===== config.mk =====
export PLATFORM = sky130hd
export DESIGN_NAME = prio_encoder_arb
export DESIGN_NICKNAME = d
export VERILOG_FILES = /design/src/rtl/prio_encoder_arb.sv
export SDC_FILE = /design/constraint.sdc
export NUM_CORES = 1
export LEC_CHECK = 0
export BUFFER_PORTS_ARGS = -buffer_cell sky130_fd_sc_hd__buf_4
export CAP_MARGIN = 30
export CELL_PAD_IN_SITES_DETAIL_PLACEMENT = 1
export CELL_PAD_IN_SITES_GLOBAL_PLACEMENT = 1
export CORE_ASPECT_RATIO = 1.25
export CORE_MARGIN = 2
export CORE_UTILIZATION = 30
export CTS_BUF_LIST = sky130_fd_sc_hd__clkbuf_4 sky130_fd_sc_hd__clkbuf_8
export DETAILED_ROUTE_END_ITERATION = 16
export PLACE_DENSITY_LB_ADDON = 0.15
export SLEW_MARGIN = 20
export SYNTH_ARGS = -nofsm -noshare
export SYNTH_HDL_FRONTEND = slang
export SYNTH_SLANG_ARGS = --single-unit

===== constraint.sdc =====
create_clock -name clk -period 2.81 [get_ports clk]
set_input_delay 0.281 -clock clk [delete_from_list [all_inputs] [get_ports clk]]
set_output_delay 0.281 -clock clk [all_outputs]
set_load 0.05 [all_outputs]

===== src/rtl/prio_encoder_arb.sv =====
// Registered N-way request arbiter: fixed-priority or round-robin winner selection,
// presented as binary index plus one-hot under a valid/ready handshake.
module prio_encoder_arb #(
    parameter  int N     = 8,
    parameter  int MODE  = 0,
    localparam int IDX_W = (N > 1) ? $clog2(N) : 1
) (
    input  logic             clk,
    input  logic             rst_n,
    input  logic [N-1:0]     req,
    input  logic             grant_ready,
    output logic             grant_valid,
    output logic [IDX_W-1:0] grant_idx,
    output logic [N-1:0]     grant_oh,
    output logic [N-1:0]     pending,
    output logic             busy
);

    typedef enum logic {IDLE, GRANT} state_t;

    state_t           state;
    logic [IDX_W-1:0] ptr;
    logic             accept;
    logic [N-1:0]     mask;
    logic [N-1:0]     src;
    logic [IDX_W-1:0] next_ptr;
    logic [IDX_W-1:0] sel_ptr;
    logic [IDX_W-1:0] win_idx;
    logic [N-1:0]     win_oh;

    function automatic logic [IDX_W-1:0] pick_fixed(input logic [N-1:0] s);
        pick_fixed = '0;
        for (int i = N - 1; i >= 0; i--) begin
            if (s[i]) pick_fixed = IDX_W'(i);
        end
    endfunction

    // Scan ptr, ptr+1, ..., wrapping; the first set bit found wins.
    function automatic logic [IDX_W-1:0] pick_rr(input logic [N-1:0] s,
                                                 input logic [IDX_W-1:0] p);
        logic         found;
        int           j;
        logic [N-1:0] sh;
        pick_rr = '0;
        found   = 1'b0;
        for (int k = 0; k < N; k++) begin
            j = int'(p) + k;
            if (j >= N) j = j - N;
            sh = s >> j;
            if (!found && sh[0]) begin
                found   = 1'b1;
                pick_rr = IDX_W'(j);
            end
        end
    endfunction

    always_comb begin
        accept   = grant_valid & grant_ready;
        mask     = grant_valid ? grant_oh : '0;
        src      = pending | (req & ~mask);
        next_ptr = (grant_idx == IDX_W'(N - 1)) ? '0 : grant_idx + 1'b1;
        sel_ptr  = accept ? next_ptr : ptr;
        win_idx  = (MODE == 1) ? pick_rr(src, sel_ptr) : pick_fixed(src);
        win_oh   = N'(1) << win_idx;
    end

    assign busy = grant_valid | (|pending);

    always_ff @(posedge clk or negedge rst_n) begin
        if (!rst_n) begin
            state       <= IDLE;
            grant_valid <= 1'b0;
            grant_idx   <= '0;
            grant_oh    <= '0;
            pending     <= '0;
            ptr         <= '0;
        end else begin
            if (accept && MODE == 1) ptr <= next_ptr;
            case (state)
                IDLE: begin
                    if (src != '0) begin
                        state       <= GRANT;
                        grant_valid <= 1'b1;
                        grant_idx   <= win_idx;
                        grant_oh    <= win_oh;
                        pending     <= src & ~win_oh;
                    end else begin
                        pending     <= '0;
                    end
                end
                GRANT: begin
                    if (!accept) begin
                        pending <= src;
                    end else if (src != '0) begin
                        // Back-to-back grant: no idle bubble between winners.
                        grant_idx <= win_idx;
                        grant_oh  <= win_oh;
                        pending   <= src & ~win_oh;
                    end else begin
                        state       <= IDLE;
                        grant_valid <= 1'b0;
                        grant_idx   <= '0;
                        grant_oh    <= '0;
                        pending     <= '0;
                    end
                end
                default: begin
                    state       <= IDLE;
                    grant_valid <= 1'b0;
                    grant_idx   <= '0;
                    grant_oh    <= '0;
                    pending     <= '0;
                end
            endcase
        end
    end

endmodule


==> impl_metrics.tcl, run 1 <==
set metrics [dict create \
    status "finished, final reports clean" \
    synth.most_common_cell "dfrtp_1" \
    synth_nets 110 \
    overflow 0 \
    slowest_delay_ps 580 \
    syn_area_per_cell_sq_um 11.67 \
    antenna_found_initial 0 \
    cap_violations 0 \
    die_x_um 59.50 \
    vias 946 \
    yosysTopAreaCell "dfrtp_1" \
    dp_slack_ps 556.1 \
    grt_use_met1 0.2150 \
    drc 0 \
    synthTopCellsByArea "dfrtp_1 (46%), a21boi_0 (3.9%), a21bo_2 (3.5%), a32o_1 (3.5%), a2111oi_4 (2.4%)" \
    clk_path_buf_depth 2 \
    std_cell_rows 25 \
    insertion_delay_ps 270 \
    finalClockSkew_ps 6.230 \
    cp-startpoint "grant_valid$_DFFE_PN0P_" \
    crit_required_ps 2970 \
    grt_most_used_layer "met2" \
    slew_violations 0 \
    grt_start_max_net_pins 22 \
    peakVddDrop_mv 0.1562 \
    yosysTopAreaCellShare 0.4550 \
    dieArea_sq_mm 0.004365 \
    tightest_slew_ps 535.5 \
    drtIter0Drc 25 \
    rsz0062_at_grt "no" \
    antenna_left 0 \
    avgViaCountPerCell 5.406 \
    slew_headroom 0.6400 \
    synth_edf_count 0 \
    p_leak_nw 0.6451 \
    htreeDepth 1 \
    syn_to_final_growth_pct 29.04 \
    dp_hpwl_mm 2.542 \
    synth_warnings 0 \
    drive_above_1_share 0.4074 \
    synth_cell_types 43 \
    ys_ff_latch 21 \
    cp.arrival_ps 2430 \
    setup_tns_ps 0 \
    cts_tree "done" \
    critical_path_class "reg -> reg" \
    timing.rr.start "grant_valid$_DFFE_PN0P_" \
    gp_congestion 0.8142 \
    core-area_sq_mm 0.003722 \
    crit_chain "a21boi_0 -> or4_1 -> a211oi_2 -> nor2_1 -> a32o_1" \
    wirelength_mm 3.256 \
    cts_resized 0 \
    cp_max_fo 9 \
    dieHeight_um 73.37 \
    start_util 0.3103 \
    grt_pass1_vias 1048 \
    syn_inst 99 \
    slowest_stage "or4_1" \
    max_clock_freq_ghz 0.4409 \
    stdcell_area_sq_mm 0.001490 \
    placed_cells 170 \
    clk_pin_slew_worst_paths_ps 80 \
    pin_count 32 \
    fin_nets 147 \
    antenna_cells 0 \
    synth_area_sq_mm 0.001155 \
    synth_common_cells "dfrtp_1 (21), inv_1 (7), a21boi_0 (6), nor2_1 (6)" \
    gr-usage-all-layers 0.1661 \
    numCtsBuffers 3 \
    min_period_over_period 0.8071 \
    cts_root_buf "clkbuf_8" \
    start_kind "flip-flop" \
    synth-seq-area-share 0.4550 \
    power_density_mw_per_mm2 363.2 \
    drt-wirelength-per-cell_um 18.61 \
    place_area_sq_mm 0.001434 \
    hp-start "grant_ready" \
    cp-end-kind "flip-flop" \
    synth_async_sr_flop_share 1.000 \
    globalRouteMet3Util 0.02289 \
    fin_ws_ps 542.1 \
    grt_first_pass_wirelength_mm 5.368 \
    holdCritPathClass "in -> reg" \
    instances_no_fill 175 \
    grt_use_met2 0.2796 \
    dr.pass1.iters 4 \
    fin_crit_ps 2268 \
    setup_violations 0 \
    portBuffers 31 \
    yosys_most_used_dff "dfrtp_1" \
    numClockSinks 21 \
    hold_viol_final 0 \
]
-- layout by cell type (no fill, tap or decap), types with 2 or more instances in the layout --
cell type / synthesis / routed
a21bo_2: 4 / 4
a21boi_0: 6 / 6
a21o_1: 2 / 2
a21oi_1: 4 / 4
a22o_1: 2 / 2
a32o_1: 4 / 4
and2_1: 3 / 3
buf_4: 0 / 32
clkbuf_8: 0 / 3
dfrtp_1: 21 / 21
inv_1: 7 / 7
nand2_1: 3 / 3
nand2_2: 2 / 2
nand4_1: 2 / 2
nor2_1: 6 / 6
nor3_1: 3 / 3
o31a_1: 2 / 2
-- timing repair --
item	CTS	global route
buffers inserted	0	0
hold buffers	1	0
hold endpoints to repair	21	0
-- logic make-up after synthesis --
logic type / count (synthesis) / synth area share
and+or+nand+nor: 30 / 0.1831
buffers and inverters: 8 / 0.03251
DFF: 21 / 0.4550
muxes: 2 / 0.02167
AOI/OAI and AO/OA: 38 / 0.3077
-- where the power goes --
group / leakage, nW / internal [mW] / switching [mW]
Sequential: 0.246 / 0.302 / 0.000000000000000385
Combinational: 0.373 / 0.0154 / 0.0139
Clock: 0.0255 / 0.0993 / 0.111
-- metal layers --
| layer | up-vias | share of wire |
|---|---|---|
| met5 | - | 0 |
| met2 | 20 | 0.52 |
| met4 | 0 | 0.017 |
| met1 | 472 | 0.43 |
| met3 | 5 | 0.033 |
| li1 | 449 | - |
-- worst paths after layout --
kind                                            end  slack (ps)  depth (start not counted)
setup / recovery            grant_oh[2]$_DFFE_PN0P_         540                          5
hold / removal              grant_oh[0]$_DFFE_PN0P_         370                          3
setup reg to reg            grant_oh[2]$_DFFE_PN0P_         540                          5
hold reg to reg            grant_idx[2]$_DFFE_PN0P_         490                          1
max in group asynchronous   grant_oh[4]$_DFFE_PN0P_        2160                          2
min in group asynchronous   grant_oh[3]$_DFFE_PN0P_         430                          2
-- critical path, delay by kind of cell, from the launching register on --
family | cells | cell delay [ps]
compound gates | 3 | 860
flops | 1 | 520
simple gates | 2 | 780
-- per-stage QoR --
| stage | power (mW) | hold WS [ps] | utilization |
|---|---|---|---|
| after global routing | 0.5630 | 412.2 | 0.4003 |
| after global placement | 0.3365 | 182.6 | 0.3852 |
| after detailed placement | 0.3370 | 187.2 | 0.3852 |
| final | 0.5412 | 369.0 | 0.4003 |
| after floorplan | 0.3175 | -14.59 | - |
| after CTS | 0.5483 | 377.3 | 0.4003 |
-- state kept, by name, summed over array words and instances, names as in the netlist --
name,count
grant_idx,3
state,1
pending,8
grant_valid,1
grant_oh,8
-- layout make-up --
| class | count | area, sq um |
|---|---|---|
| flip-flops and latches | 21 | 525.5 |
| well taps | 40 | 50.05 |
| multi-input cells | 70 | 591.8 |
| repair buffers | 33 | 250.2 |
| clock buffers | 3 | 41.29 |
| fillers | 422 | 2232 |
| clock inverters | 1 | 5.005 |
| inverters | 7 | 26.28 |
Note: power is estimated with default switching activity, not from simulation.
==> inputs of run 2 (changes only) <==
--- a/config.mk
+++ b/config.mk
@@ -5,6 +5,7 @@
 export SDC_FILE = /design/constraint.sdc
 export NUM_CORES = 1
 export LEC_CHECK = 0
+export ABC_AREA = 1
 export BUFFER_PORTS_ARGS = -buffer_cell sky130_fd_sc_hd__buf_4
 export CAP_MARGIN = 30
 export CELL_PAD_IN_SITES_DETAIL_PLACEMENT = 1
==> constraint.sdc (replaced) <==
create_clock -name clk -period 2 [get_ports clk]
set_input_delay 0.2 -clock clk [delete_from_list [all_inputs] [get_ports clk]]
set_output_delay 0.2 -clock clk [all_outputs]
set_load 0.05 [all_outputs]
==> impl_metrics.tcl, run 2 <==
set metrics [dict create \
    status "finished, final reports clean" \
    die_x_um 58.34 \
    numCtsBuffers 3 \
    clk_pin_slew_worst_paths_ps 80 \
    critical_path_class "reg -> reg" \
    final_cell_mix "nand2_1 (41), buf_4 (34), dfrtp_1 (20)" \
    fin_ws_ps 232.2 \
    finalClockSkew_ps 4.920 \
    rrSetupSlack_ps 230 \
    combPwrFrac 0.370 \
    vias 996 \
    start_util 0.3152 \
    synth-seq-area-share 0.4746 \
    cp-end-kind "flip-flop" \
    clkPwrFrac 0.230 \
    synth_common_cells "nand2_1 (42), dfrtp_1 (21), inv_1 (17), nand4_1 (8), nand2_2 (6)" \
    synthTopCellsByArea "dfrtp_1 (47%), nand2_1 (14%), inv_1 (5.8%), nand4_1 (4.5%), a21oi_2 (4.0%)" \
    dp_hpwl_mm 2.312 \
    grt_first_pass_wirelength_mm 5.147 \
    crit_chain "buf_2 -> nand2_1 -> a21oi_2 -> nand2_1 -> nor2_4 -> inv_2 -> nor2_4 -> nand4_1 -> nor2_1 -> nor2_1" \
    switching_share 0.4108 \
    slowest_stage "dfrtp_2" \
    max_clock_freq_ghz 0.5657 \
    power_frac_seq 0.401 \
    pin_count 32 \
    holdCritPathClass "in -> reg" \
    dr.pass1.iters 2 \
    clk_path_buf_depth 2 \
    dieHeight_um 71.93 \
    drc 0 \
    yosysTopAreaCellShare 0.4746 \
    dieArea_sq_mm 0.004196 \
    antenna_found_initial 0 \
    synth_nets 142 \
    hold_viol_final 0 \
    power_density_mw_per_mm2 900.0 \
    syn_area_per_cell_sq_um 8.453 \
    std_cell_rows 24 \
    numClockSinks 21 \
    grt_pass1_vias 1107 \
    synth_area_sq_mm 0.001107 \
    insertion_delay_ps 270 \
    tightest_slew_ps 386.1 \
    wirelength_mm 3.031 \
    synth.most_common_cell "nand2_1" \
    portBuffers 31 \
    gr-usage-all-layers 0.1635 \
    yosysTopAreaCell "dfrtp_1" \
    antenna_cells 0 \
    avgViaCountPerCell 4.788 \
    intPower_uw 770.3 \
    start_kind "flip-flop" \
    ys_ff_latch 21 \
    synth_edf_count 0 \
    slowest_delay_ps 400 \
    drt-wirelength-per-cell_um 14.57 \
    overflow 0 \
    synth_cell_types 23 \
    fin_nets 181 \
    fin_crit_ps 1768 \
    grt_start_max_net_pins 22 \
    dp_slack_ps 72.18 \
    final_common_cell "nand2_1" \
    setup_violations 0 \
    synth_warnings 0 \
    yosys_most_used_dff "dfrtp_1" \
    antenna_left 0 \
    peakVddDrop_mv 0.5123 \
    cts_root_buf "clkbuf_8" \
    htreeDepth 1 \
    p_leak_nw 0.7193 \
    gp_congestion 0.7329 \
    cts_tree "done" \
    drive_above_1_share 0.3846 \
    setup_tns_ps 0 \
    cp.arrival_ps 1930 \
    reg.largest.list "grant_oh: 8 flops, pending: 8 flops, grant_idx: 3 flops" \
    slew_headroom 0.7402 \
    min_period_over_period 0.8839 \
    cap_violations 0 \
    whs_ps 219.3 \
    power.net_switching_uw 537.0 \
    drtIter0Drc 6 \
    core-area_sq_mm 0.003513 \
    synth_async_sr_flop_share 1.000 \
    crit_required_ps 2160 \
    syn_to_final_growth_pct 31.19 \
    syn_inst 131 \
    rsz0062_at_grt "no" \
    fill_cells 429 \
    cp_max_fo 6 \
    slew_violations 0 \
]
==> run 2: changes by cell type in the layout (fill, tap and decap cells not counted), moves of 3 or more <==
cell,delta
nand2_1,+38
inv_1,+10
a21boi_0,-6
nand4_1,+6
a21oi_2,+5
nand2_2,+5
a21bo_2,-4
a32o_1,-4
a21oi_1,-3
and2_1,-3
inv_2,+3
nor2_4,+3
nor3_1,-3
==> run 2: cells by family after synthesis <==
family / count (synthesis) / synth area share
flops: 21 / 0.4746
simple gates: 72 / 0.3220
compound gates: 15 / 0.1040
buf+inv: 23 / 0.09943
==> run 2: stage by stage <==
| step | cells | area, sq um | util | power (mW) |
|---|---|---|---|---|
| CTS | 204 | 1421 | 0.4046 | 1.331 |
| finish | 208 | 1453 | 0.4135 | 1.307 |
| global route | 208 | 1453 | 0.4135 | 1.388 |
| detailed placement | 199 | 1363 | 0.3878 | 1.019 |
| floorplan | 131 | 1107 | - | 0.8562 |
| global placement | 199 | 1363 | 0.3878 | 1.009 |
==> run 2: final timing paths <==
check	startpoint	end	depth (start not counted)
min in group asynchronous	rst_n	pending[5]$_DFF_PN0_	2
min	req[1]	pending[1]$_DFF_PN0_	3
max in group asynchronous	rst_n	grant_valid$_DFFE_PN0P_	2
max reg2reg	grant_valid$_DFFE_PN0P_	pending[5]$_DFF_PN0_	10
min reg2reg	grant_idx[2]$_DFFE_PN0P_	grant_idx[2]$_DFFE_PN0P_	2
max	grant_valid$_DFFE_PN0P_	pending[5]$_DFF_PN0_	10
==> run 2: routing by layer <==
metal  vias to the layer above  global-route usage  share of wire
met1                       472              0.1971           0.41
met4                         0             0.08527          0.028
met2                        28              0.2759           0.51
met3                         7             0.02674          0.053
li1                        489                   -              -
met5                         -                   0              0
==> run 2: critical path, delay by kind of cell, from the launching register on <==
family	cells	cell delay [ps]
DFF	1	400
buffers and inverters	2	250
and+or+nand+nor	7	840
AOI/OAI and AO/OA	1	160
==> run 2: what timing repair did <==
item	CTS	global route
setup endpoints to repair	0	18
hold buffers	1	0
endpoints found under the hold margin	21	0
resized for setup	0	2
setup buffers	0	4
==> run 2: final cells by class <==
cell class / count / area (sq um) / share of cell area
sequential: 21 / 526.8 / 0.3626
clock buffer: 4 / 48.80 / 0.03359
inverter: 21 / 83.83 / 0.05771
timing repair buffer: 36 / 270.3 / 0.1860
tap: 39 / 48.80 / 0.03359
multi-input combinational: 87 / 474.2 / 0.3264
==> run 2: power by group through the flow <==
stage	registers, mW	logic (mW)	clock network (mW)
floorplan	0.713	0.143	0
global placement	0.533	0.476	0
detailed placement	0.533	0.486	0
CTS	0.526	0.489	0.317
global route	0.533	0.520	0.335
finish	0.524	0.483	0.300
==> inputs of run 3 (changes only) <==
--- a/config.mk
+++ b/config.mk
@@ -16,6 +16,7 @@
 export CTS_BUF_LIST = sky130_fd_sc_hd__clkbuf_4 sky130_fd_sc_hd__clkbuf_8
 export DETAILED_ROUTE_END_ITERATION = 16
 export PLACE_DENSITY_LB_ADDON = 0.15
+export RECOVER_POWER = 100
 export SLEW_MARGIN = 20
 export SYNTH_ARGS = -nofsm -noshare
 export SYNTH_HDL_FRONTEND = slang
==> impl_metrics.tcl, run 3 (synthesized netlist as in run 2, its figures left out) <==
set metrics [dict create \
    power_density_mw_per_mm2 919.2 \
    antenna_left 0 \
    finalClockSkew_ps 6.709 \
    seq_area_sq_um 526.8 \
    insertion_delay_ps 270 \
    dieHeight_um 71.93 \
    slew_headroom 0.2062 \
    fin_crit_ps 1769 \
    gr-usage-all-layers 0.1635 \
    htreeDepth 1 \
    dieArea_sq_mm 0.004196 \
    multi_input_area_sq_um 467.9 \
    cts_tree "done" \
    cap_violations 0 \
    cts_root_buf "clkbuf_8" \
    slew_violations 0 \
    max_clock_freq_ghz 0.5652 \
    portBuffers 31 \
    holdCritPathClass "in -> reg" \
    timing.rr.start "grant_valid$_DFFE_PN0P_" \
    reg.largest.list "grant_oh: 8 flops, pending: 8 flops, grant_idx: 3 flops" \
    whs_path_depth 3 \
    r2r-end "pending[1]$_DFF_PN0_" \
    tightest_slew_ps 1191 \
    grt_start_max_net_pins 22 \
    critical_path_class "reg -> reg" \
    drc 0 \
    setup_violations 0 \
    drive_above_1_share 0.2426 \
    die_x_um 58.34 \
    antenna_cells 0 \
    vias 995 \
    grt_first_pass_wirelength_mm 5.147 \
    start_util 0.3152 \
    status "finished, final reports clean" \
    dp_hpwl_mm 2.312 \
    gp_congestion 0.7329 \
    hp-start "req[1]" \
    core-area_sq_mm 0.003513 \
    rrSetupSlack_ps 230 \
    fill_cells 445 \
    crit_required_ps 2200 \
    peakVddDrop_mv 0.4845 \
    clk_pin_slew_worst_paths_ps 70 \
    final_cell_mix "nand2_1 (42), clkbuf_1 (21), dfrtp_1 (20)" \
    min_to "pending[1]$_DFF_PN0_" \
    fin_nets 181 \
    p_leak_nw 0.6373 \
    numClockSinks 21 \
    cp_max_fo 17 \
    std_cell_rows 24 \
    drtIter0Drc 15 \
    rsz0062_at_grt "no" \
    avgViaCountPerCell 4.784 \
    setup_tns_ps 0 \
    min_period_over_period 0.8847 \
    cp-end-kind "flip-flop" \
    final_common_cell "nand2_1" \
    hold_viol_final 0 \
    dr.pass1.iters 2 \
    rr_worst_depth 13 \
    grt_pass1_vias 1107 \
    drt-wirelength-per-cell_um 14.56 \
    pin_count 32 \
    overflow 0 \
    cp.arrival_ps 1970 \
    numCtsBuffers 3 \
    start_kind "flip-flop" \
    antenna_found_initial 0 \
    wirelength_mm 3.029 \
    clk_path_buf_depth 2 \
    utilization 0.3885 \
    syn_to_final_growth_pct 23.28 \
]
## run 3: cell count changes in the layout (fill, tap and decap cells not counted), sizes merged
cell,change
buf,-22
clkbuf,+22
## run 3: area by class of cell
cell class,instances,area share
sequential,21,0.3859
multi-input combinational,87,0.3428
timing repair buffer,36,0.1384
inverter,21,0.06141
clock buffer,4,0.03575
tap,39,0.03575
## run 3: worst max-delay path, cell delays in order (launching register included)
cell	delay (ps)
dfrtp_2	400
buf_2	190
nand2_1	60
nand2_1	70
nand2_1	90
nor2_2	130
inv_1	70
nor2_4	130
nand2_1	120
nand2_4	100
nand2_4	60
clkinv_4	120
nor2_1	70
nor2_1	90
## run 3: routing by layer
metal  routed length [um]  GRT usage
met1                 1259     0.1971
met2                 1521     0.2759
met3                  163    0.02674
met4                   85    0.08527
met5                    0          0
## run 3: how the worst max path moves through the flow
stage	startpoint	endpoint	slack (ps)	depth (start not counted)
2_1_floorplan	grant_valid$_DFFE_PN0P_	grant_oh[5]$_DFFE_PN0P_	110	12
3_3_place_gp	grant_valid$_DFFE_PN0P_	pending[5]$_DFF_PN0_	110	8
3_5_place_dp	grant_valid$_DFFE_PN0P_	pending[3]$_DFF_PN0_	70	9
4_1_cts	grant_valid$_DFFE_PN0P_	pending[3]$_DFF_PN0_	60	9
5_1_grt	grant_valid$_DFFE_PN0P_	pending[5]$_DFF_PN0_	40	13
6_report	grant_valid$_DFFE_PN0P_	pending[1]$_DFF_PN0_	230	13
## run 3: timing repair
| item | 4_1_cts | 5_1_grt |
|---|---|---|
| endpoints found under the setup margin | 0 | 18 |
| buffers inserted | 0 | 4 |
| gates resized for setup | 0 | 2 |
| endpoints found under the hold margin | 21 | 0 |
| hold buffers | 1 | 0 |
## run 3: per-stage QoR
stage / power, mW / instances / worst slack, ps / hold slack [ps] / cell area [sq um]
floorplan: 0.8562 / 131 / 107.1 / -95.59 / 1107
global placement: 1.009 / 199 / 114.6 / 104.1 / 1363
detailed placement: 1.019 / 199 / 72.18 / 106.5 / 1363
CTS: 1.331 / 204 / 59.01 / 216.8 / 1421
global route: 1.336 / 208 / 41.48 / 236.2 / 1365
finish: 1.255 / 208 / 230.6 / 221.4 / 1365
## run 3: report_power, final
part	internal, mW	leakage, nW	switching [mW]
logic	0.0886	0.367	0.345
clock network	0.156	0.0262	0.143
registers	0.477	0.244	0.0450
total	0.722	0.637	0.533
